--- config.mk ---
export PLATFORM = sky130hd
export DESIGN_NAME = boid_position_updater
export DESIGN_NICKNAME = d
export VERILOG_FILES = /design/src/rtl/boid_pkg.sv /design/src/rtl/boid_position_updater_axis.sv /design/src/rtl/boid_position_updater.sv
export SDC_FILE = /design/constraint.sdc
export NUM_CORES = 1
export LEC_CHECK = 0
export BUFFER_PORTS_ARGS = -buffer_cell sky130_fd_sc_hd__buf_4
export CORE_ASPECT_RATIO = 0.5
export CORE_MARGIN = 5
export CORE_UTILIZATION = 45
export CTS_BUF_LIST = sky130_fd_sc_hd__clkbuf_8
export DETAILED_ROUTE_END_ITERATION = 10
export GPL_ROUTABILITY_DRIVEN = 0
export GPL_TIMING_DRIVEN = 0
export PLACE_DENSITY = 0.74
export SYNTH_ARGS = -nofsm -noshare
export SYNTH_HDL_FRONTEND = slang
export SYNTH_HIERARCHICAL = 1
export SYNTH_SLANG_ARGS = --single-unit
--- constraint.sdc ---
create_clock -name clk -period 11.4 [get_ports clk]
set_input_delay 2.28 -clock clk [delete_from_list [all_inputs] [get_ports clk]]
set_output_delay 2.28 -clock clk [all_outputs]
set_load 0.01 [all_outputs]
--- src/rtl/boid_pkg.sv ---
// Shared types and fixed-point helpers for the boid
// position integration engine.
package boid_pkg;

  localparam int FRAC = 16;

  typedef enum logic [2:0] {
    IDLE,
    LOAD,
    CALC,
    WRITE,
    DONE
  } state_e;

  typedef struct packed {
    logic signed [31:0] x;
    logic signed [31:0] y;
    logic signed [31:0] vx;
    logic signed [31:0] vy;
  } boid_t;

  // Clamp a 33-bit sum into [-limit, +limit].
  function automatic logic signed [31:0] fix_sat(
    input logic signed [32:0] value,
    input logic signed [31:0] limit
  );
    logic signed [32:0] lim;
    lim = {limit[31], limit};
    if (value > lim) begin
      fix_sat = limit;
    end else if (value < -lim) begin
      fix_sat = -limit;
    end else begin
      fix_sat = value[31:0];
    end
  endfunction

endpackage

--- src/rtl/boid_position_updater_axis.sv ---
// One-axis velocity saturation, position integration
// and edge reflection; purely combinational.
module boid_axis_update
  import boid_pkg::*;
(
  input  logic signed [31:0] p,
  input  logic signed [31:0] v,
  input  logic signed [31:0] acc,
  input  logic signed [31:0] max,
  input  logic signed [31:0] v_max,
  output logic signed [31:0] p_new,
  output logic signed [31:0] v_new
);

  logic signed [32:0] sum;
  logic signed [31:0] v_sat;
  logic signed [32:0] pos;

  always_comb begin
    sum   = {v[31], v} + {acc[31], acc};
    v_sat = fix_sat(sum, v_max);
    pos   = {p[31], p} + {v_sat[31], v_sat};
    p_new = pos[31:0];
    v_new = v_sat;
    if (pos < 33'sd0) begin
      p_new = '0;
      v_new = -v_sat;
    end else if (pos > {max[31], max}) begin
      p_new = max;
      v_new = -v_sat;
    end
  end

endmodule

--- src/rtl/boid_position_updater.sv ---
// Frame update sequencer: load, integrate and write
// back every boid slot in index order.
module boid_position_updater
  import boid_pkg::*;
#(
  parameter int num_boids = 2,
  parameter int x_max     = 639,
  parameter int y_max     = 479,
  parameter int v_max     = 6,
  localparam int IW = (num_boids > 1) ? $clog2(num_boids) : 1
) (
  input  logic          clk,
  input  logic          reset,
  input  logic          start,
  output logic          busy,
  output logic          done,
  output logic [IW-1:0] which_boid,
  output logic [6:0]    wb_en,
  input  logic [31:0]   x_in_32,
  input  logic [31:0]   y_in_32,
  input  logic [31:0]   vx_in_32,
  input  logic [31:0]   vy_in_32,
  input  logic [31:0]   vx_acc_in,
  input  logic [31:0]   vy_acc_in,
  output logic [31:0]   x_out_32,
  output logic [31:0]   y_out_32,
  output logic [31:0]   vx_out_32,
  output logic [31:0]   vy_out_32,
  output logic [31:0]   vx_acc_out,
  output logic [31:0]   vy_acc_out
);

  localparam logic signed [31:0] X_LIM =
    32'(x_max * (1 << FRAC));
  localparam logic signed [31:0] Y_LIM =
    32'(y_max * (1 << FRAC));
  localparam logic signed [31:0] V_LIM =
    32'(v_max * (1 << FRAC));
  localparam logic [IW-1:0] LAST = IW'(num_boids - 1);

  state_e             state_q, state_d;
  logic [IW-1:0]      idx_q, idx_d;
  boid_t              ld_q, ld_d;
  logic signed [31:0] ax_q, ax_d;
  logic signed [31:0] ay_q, ay_d;
  boid_t              res_q, res_d;

  logic signed [31:0] nx, nvx, ny, nvy;

  boid_axis_update u_x (
    .p     (ld_q.x),
    .v     (ld_q.vx),
    .acc   (ax_q),
    .max   (X_LIM),
    .v_max (V_LIM),
    .p_new (nx),
    .v_new (nvx)
  );

  boid_axis_update u_y (
    .p     (ld_q.y),
    .v     (ld_q.vy),
    .acc   (ay_q),
    .max   (Y_LIM),
    .v_max (V_LIM),
    .p_new (ny),
    .v_new (nvy)
  );

  always_comb begin
    state_d = state_q;
    idx_d   = idx_q;
    ld_d    = ld_q;
    ax_d    = ax_q;
    ay_d    = ay_q;
    res_d   = res_q;
    unique case (1'b1)
      (state_q == IDLE): begin
        if (start) begin
          state_d = LOAD;
          idx_d   = '0;
        end
      end
      (state_q == LOAD): begin
        ld_d    = '{x_in_32, y_in_32,
                    vx_in_32, vy_in_32};
        ax_d    = vx_acc_in;
        ay_d    = vy_acc_in;
        state_d = CALC;
      end
      (state_q == CALC): begin
        res_d   = '{nx, ny, nvx, nvy};
        state_d = WRITE;
      end
      (state_q == WRITE): begin
        if (idx_q == LAST) begin
          state_d = DONE;
        end else begin
          idx_d   = idx_q + 1'b1;
          state_d = LOAD;
        end
      end
      default: state_d = IDLE;
    endcase
  end

  always_ff @(posedge clk) begin
    if (reset) begin
      state_q <= IDLE;
      idx_q   <= '0;
      ld_q    <= '0;
      ax_q    <= '0;
      ay_q    <= '0;
      res_q   <= '0;
    end else begin
      state_q <= state_d;
      idx_q   <= idx_d;
      ld_q    <= ld_d;
      ax_q    <= ax_d;
      ay_q    <= ay_d;
      res_q   <= res_d;
    end
  end

  assign busy       = (state_q != IDLE);
  assign done       = (state_q == DONE);
  assign wb_en      = (state_q == WRITE) ? 7'h7F : 7'h00;
  assign which_boid = idx_q;
  assign x_out_32   = res_q.x;
  assign y_out_32   = res_q.y;
  assign vx_out_32  = res_q.vx;
  assign vy_out_32  = res_q.vy;
  assign vx_acc_out = '0;
  assign vy_acc_out = '0;

endmodule
### Yosys cells after proc, flatten, opt, wreduce, memory -nomap -nowiden

Index checks and enable logic that the tools add are counted.
W data, S select, Z words.

* bits in read-only memories: 0
* memories kept: 0
* register bits after elaboration: 324
* latch bits: 0
* word-level logic and storage cells: 55
* bits in writable memories: 0
* output and inout bits: 202
* input bits: 195

* $lt $le $gt $ge: 8
* shift operators: 0
* div/mod/pow operators: 0
* equal/unequal tests: 5
* $mul: 0
* bitwise gates (word level): 0
* multiplexer cells: 19
* reductions and logical operators: 4
* $add $sub $neg: 7

Operators with widths (number)
* $mux W32: 12
* $add A32 B32 Y33: 4
* $gt A33 B20 Y1 const B: 2
* $lt A33 B1 Y1 const B: 2
* $lt A33 B20 Y1 const B: 2
* $neg A32 Y32: 2
* $gt A33 B25 Y1 const B: 1
* $gt A33 B26 Y1 const B: 1
* $pmux W3 S4: 1
* $mux W7: 1
* $eq A3 B2 Y1 const B: 2
* $mux W3: 2
* $eq A3 B1 Y1 const B: 1
* $eq A3 B3 Y1 const B: 1
* $logic_not A3 Y1: 1
* $reduce_bool A3 Y1: 1
* $mux W1: 2
* $ne A2 B2 Y1 const B: 1
* $pmux W1 S2: 1
* $reduce_and A2 Y1: 1
* $reduce_bool A2 Y1: 1
* $add A1 B1 Y1 const B: 1

### Longest topological paths before layout

* depth in word-level cells: 8
* mapped depth: 58
* depth with buffers taken out: 54

### Hierarchy

Netlist, hierarchy kept.

Modules (own cells, without submodules)
* boid_position_updater: sequential area each 6486.2 µm², cells each 1483, instances 1, area an instance 15034.4 µm²
* boid_axis_update at u_y: sequential area each 0.0 µm², cells each 1149, instances 1, area an instance 8275.4 µm²
* boid_axis_update at u_x: sequential area each 0.0 µm², cells each 1187, instances 1, area an instance 8107.8 µm²

### Least setup slack after synthesis

No wires, ideal clock.

* path type: register -> register
* from: register ld_q[32] (netlist bit)
* to: register res_q (netlist bit vx_out_32[10])
* data arrival time: 10.534 ns
* period minus slack after synthesis: 10.654 ns
* setup slack: 0.746 ns
* stages on the path, launching flop included: 55
* path through: dfxtp_1 > ha_1 > fa_1 > a21oi_1 > o21ai_1 > a221oi_4 > nor4_2 > nor3_1 > nor4_1 > o41a_1 > o21ai_0 > nand2b_1 > xor2_1 > ha_1 > and4_1 > nand4_1 > nor3_1 > o2111ai_1 > [... 19 more ...] > ha_1 > nor2b_1 > o21ai_0 > nand2b_1 > a21oi_1 > nor2b_1 > o21ai_0 > nand2b_1 > a21oi_1 > o21ai_0 > o21ai_0 > clkbuf_1 > nor2b_1 > clkbuf_1 > nor2_1 > xor2_1 > nand2b_1 > mux2i_1

* word-level cells in the longest chain between the ends: 8
* elaborated cells on any way between the ends: 11

Ends and longest elaborated chain
* start: declaration: RTL line boid_position_updater.sv:43 `boid_t ld_q, ld_d;`
* start signal: assignment: RTL line boid_position_updater.sv:118 `ld_q <= ld_d;`
* $add A32 B32 Y33 *: RTL line boid_position_updater_axis.sv:20 `sum = {v[31], v} + {acc[31], acc};`
* $lt A33 B20 Y1: RTL line boid_pkg.sv:31 `end else if (value < -lim) begin`
* $mux W32: RTL line boid_pkg.sv:31
* $mux W32 *: RTL line boid_pkg.sv:29 `if (value > lim) begin`
* $add A32 B32 Y33: RTL line boid_position_updater_axis.sv:22 `pos = {p[31], p} + {v_sat[31], v_sat};`
* $gt A33 B26 Y1: RTL line boid_position_updater_axis.sv:28 `end else if (pos > {max[31], max}) begin`
* $mux W32: RTL line boid_position_updater_axis.sv:28
* $mux W32 *: RTL line boid_position_updater_axis.sv:25 `if (pos < 33'sd0) begin`
* via nvx[10]: RTL line boid_position_updater.sv:48 `logic signed [31:0] nx, nvx, ny, nvy;`
* end signal: assignment: RTL line boid_position_updater.sv:121 `res_q <= res_d;`
* end: declaration: RTL line boid_position_updater.sv:46 `boid_t res_q, res_d;`

The timed path passes the listed nets; every way through them passes the cells marked *.
A chain may end at the register's enable or synchronous reset.

### Worst setup path in the final report

* from: register ay_q[0]
* to: register res_q (netlist bit y_out_32[17])

* word-level cells in the longest chain between the ends: 8
* elaborated cells on any way between the ends: 10

Ends and longest elaborated chain
* start: declaration: RTL line boid_position_updater.sv:45 `logic signed [31:0] ay_q, ay_d;`
* start signal: assignment: RTL line boid_position_updater.sv:120 `ay_q <= ay_d;`
* $add A32 B32 Y33 *: RTL line boid_position_updater_axis.sv:20
* $lt A33 B20 Y1: RTL line boid_pkg.sv:31
* $mux W32: RTL line boid_pkg.sv:31
* $mux W32 *: RTL line boid_pkg.sv:29
* $add A32 B32 Y33 *: RTL line boid_position_updater_axis.sv:22
* $gt A33 B25 Y1: RTL line boid_position_updater_axis.sv:28
* $mux W32: RTL line boid_position_updater_axis.sv:28
* $mux W32 *: RTL line boid_position_updater_axis.sv:25
* via ny[17]: RTL line boid_position_updater.sv:48

Marks and branches as above.

==> impl_metrics.ini <==
[run_status]
status = completed

[floorplanning]
die_w_um = 384
core_sq_um = 69100
num_io_pins = 397
die_height_um = 197
start_util = 0.455
dieArea_sq_um = 75500
rows = 68

[route]
drt_iter0_drc = 1977
vias = 29066
avgRoutedWirePerCell_um = 17.2
ant_nets = 0
dr.pass1.iters = 8
drc = 0
vias_per_cell = 5.19
routed_wl_um = 96400

[critical_path]
endpoint = y_out_32[17]
cp-end-kind = flip-flop
r2r-end = y_out_32[17]
critPathMaxFanout = 10
required_ns = 11.99
max_stage_delay_ns = 0.46
path_class = reg -> reg
arrival_ns = 11.62
r2r_start = ay_q[0]
worstSetupStartpoint = ay_q[0]
startpoint_type = flip-flop
crit_slowest_cell = or3b_1
r2r_slack_ns = 0.37
reg2reg_depth = 46

[timing]
fmax_mhz = 90.7
setup-tns-final_ns = 0
relSlewSlack = 0.111
setup_violations = 0
maxSlewViolCount = 0
finalClockSkew_ns = 0.0375
finalCriticalPeriod_ns = 11.03
final_hold_viol_count = 0
finalCritPeriodShare = 0.968
tightest_slew_ns = 1.33

[final_layout]
drive_above_1_share = 0.150
n_fill_cell = 6463
nets = 5137
regArea_sq_um = 6490
multiInputGateArea_sq_um = 24400
syn2layout_area_growth_pct = 21.5
final_cell_count_no_fill = 5600

[grt]
grt_max_degree = 14
gr-total-overflow = 0
globalRouteTotalUtil = 0.241
grt_pass1_wl_um = 148000
grt_pass1_vias = 28341
antenna_found_initial = 5

[clock_network]
cts-root-buf = clkbuf_8
clkTransAtPathRegs_ns = 0.07
htree_levels = 2
ctsHoldBuffers = 0
cts_tree = built
cts.sinks = 324
cts_buffer_depth = 3
cts_buffers = 51
insertion_delay_ns = 0.68

[yosys]
ys_types = 111
yosys_warnings = 6
syn_avg_cell_area_sq_um = 8.23
ys.flop_type = dfxtp_1
ys_seq_area_frac = 0.206
synthArstFlopShare = 0
netlist_instances = 3819
synthesis.area_sq_um = 31400
synth_edf_count = 0
postSynthRegisterBits = 324

[worst_hold_path]
hp-class = reg -> reg

[placed_design]
numPlacedInstances = 5490
io_buffers = 331
dp_hpwl_um = 79000

[pwr]
switchingPower_mw = 3.32
power_mw = 7.03
swShare = 0.472
clkPwrFrac = 0.147
p_seq_frac = 0.204
comb_power_share = 0.649
vdd_drop_max_v = 0.0000894
powerDensity_nw_per_um2 = 184
leakage_nw = 17.8
p_int_mw = 3.71

[flow_run]
cap_violations = 0
-- cells by family after synthesis --
group	synth area share
and+or+nand+nor	0.250
AOI/OAI and AO/OA	0.151
buffers and inverters	0.0758
muxes	0.121
adders and majority gates	0.133
DFF	0.206
xor gates and xnor gates	0.0624
other	0.000239
-- critical path, delay by kind of cell (launching register included) --
family	cells	cell delay, ns
buf+inv	6	1.23
flops	1	0.43
fa+ha+maj	5	1.69
xor+xnor	2	0.38
mux	1	0.12
compound gates	20	4.37
simple gates	12	2.67
-- cell usage after synthesis, types with 39 or more instances --
master / number / area, sq um
nand2b_1: 667 / 4170
xnor2_1: 161 / 1410
nor3_1: 59 / 295
buf_4: 79 / 593
clkbuf_1: 110 / 413
nor2_1: 255 / 957
nand3_1: 50 / 250
nand4_1: 47 / 294
dfxtp_1: 324 / 6490
ha_1: 328 / 4100
a21o_1: 92 / 691
inv_1: 226 / 848
o21ai_0: 93 / 465
o21a_1: 39 / 293
nand2_1: 130 / 488
a21oi_1: 198 / 991
xor2_1: 63 / 552
mux2i_1: 375 / 3750
-- worst min-delay path by stage --
| stage | start | endpoint | slack (ns) | cells after the start |
|---|---|---|---|---|
| 6_report | x_out_32[5] | x_out_32[5] | 0.47 | 2 |
| 5_1_grt | ld_q[30] | ld_q[30] | 0.49 | 2 |
| 3_3_place_gp | ay_q[7] | ay_q[7] | 0.46 | 2 |
| 3_5_place_dp | vy_out_32[10] | vy_out_32[10] | 0.46 | 2 |
| 4_1_cts | vy_out_32[25] | vy_out_32[25] | 0.48 | 2 |
| 2_1_floorplan | ax_q[31] | ax_q[31] | 0.45 | 2 |
-- per-stage QoR --
stage               area (sq um)  setup slack (ns)  utilization  hold slack [ns]
floorplan                  32900             0.746            -            0.452
finish                     38200             0.369        0.553            0.475
global route               38200           -0.0971        0.553            0.490
detailed placement         36600             -2.87        0.529            0.464
CTS                        37800           0.00274        0.547            0.476
global placement           36600             -2.71        0.529            0.462
-- sequential cells by signal, indices dropped and copies added (netlist names) --
register and flops:
y_out_32 32, ay_q 32, vy_out_32 32, ld_q 128, which_boid 1, state_q 3, ax_q 32, x_out_32 32
vx_out_32 32
-- cell usage in the layout (no fill, tap or decap), types with 160 or more instances in the layout --
cell and count:
nor2_1 253, a21oi_1 189, conb_1 397, xnor2_1 160, mux2i_1 374, dfxtp_1 324
ha_1 327, inv_1 241, nand2b_1 667, buf_4 429
-- final cells by class --
cell class	instances	area share
clock inverters	30	0.00475
diodes	5	0.000328
plain buffers	249	0.0417
flip-flops and latches	324	0.170
inverters	226	0.0222
clock buffers	63	0.0227
repair buffers	345	0.0682
multi-input cells	3413	0.639
well taps	945	0.0310
-- power by group through the flow --
stage	Clock (mW)	Sequential (mW)	Combinational, mW
6_report	1.04	1.43	4.56
5_1_grt	1.12	1.45	4.97
4_1_cts	1.07	1.43	4.35
3_5_place_dp	0	1.45	4.29
3_3_place_gp	0	1.45	4.19
2_1_floorplan	0	1.45	3.10
-- per-layer routing --
layer / GRT usage / vias up / wire length (um) / share of wire
met5: 0 / - / 0 / 0
met4: 0.111 / 0 / 4350 / 0.045
met3: 0.0373 / 225 / 5140 / 0.053
met2: 0.420 / 861 / 46400 / 0.48
met1: 0.295 / 13554 / 40600 / 0.42
li1: - / 14426 / - / -
-- repair_timing --
action | CTS | global route
resized for setup | 54 | 81
endpoints found under the setup margin | 126 | 126
pin swaps | 4 | 16
buffers inserted | 3 | 11
Power figures use the tool's default switching activity.
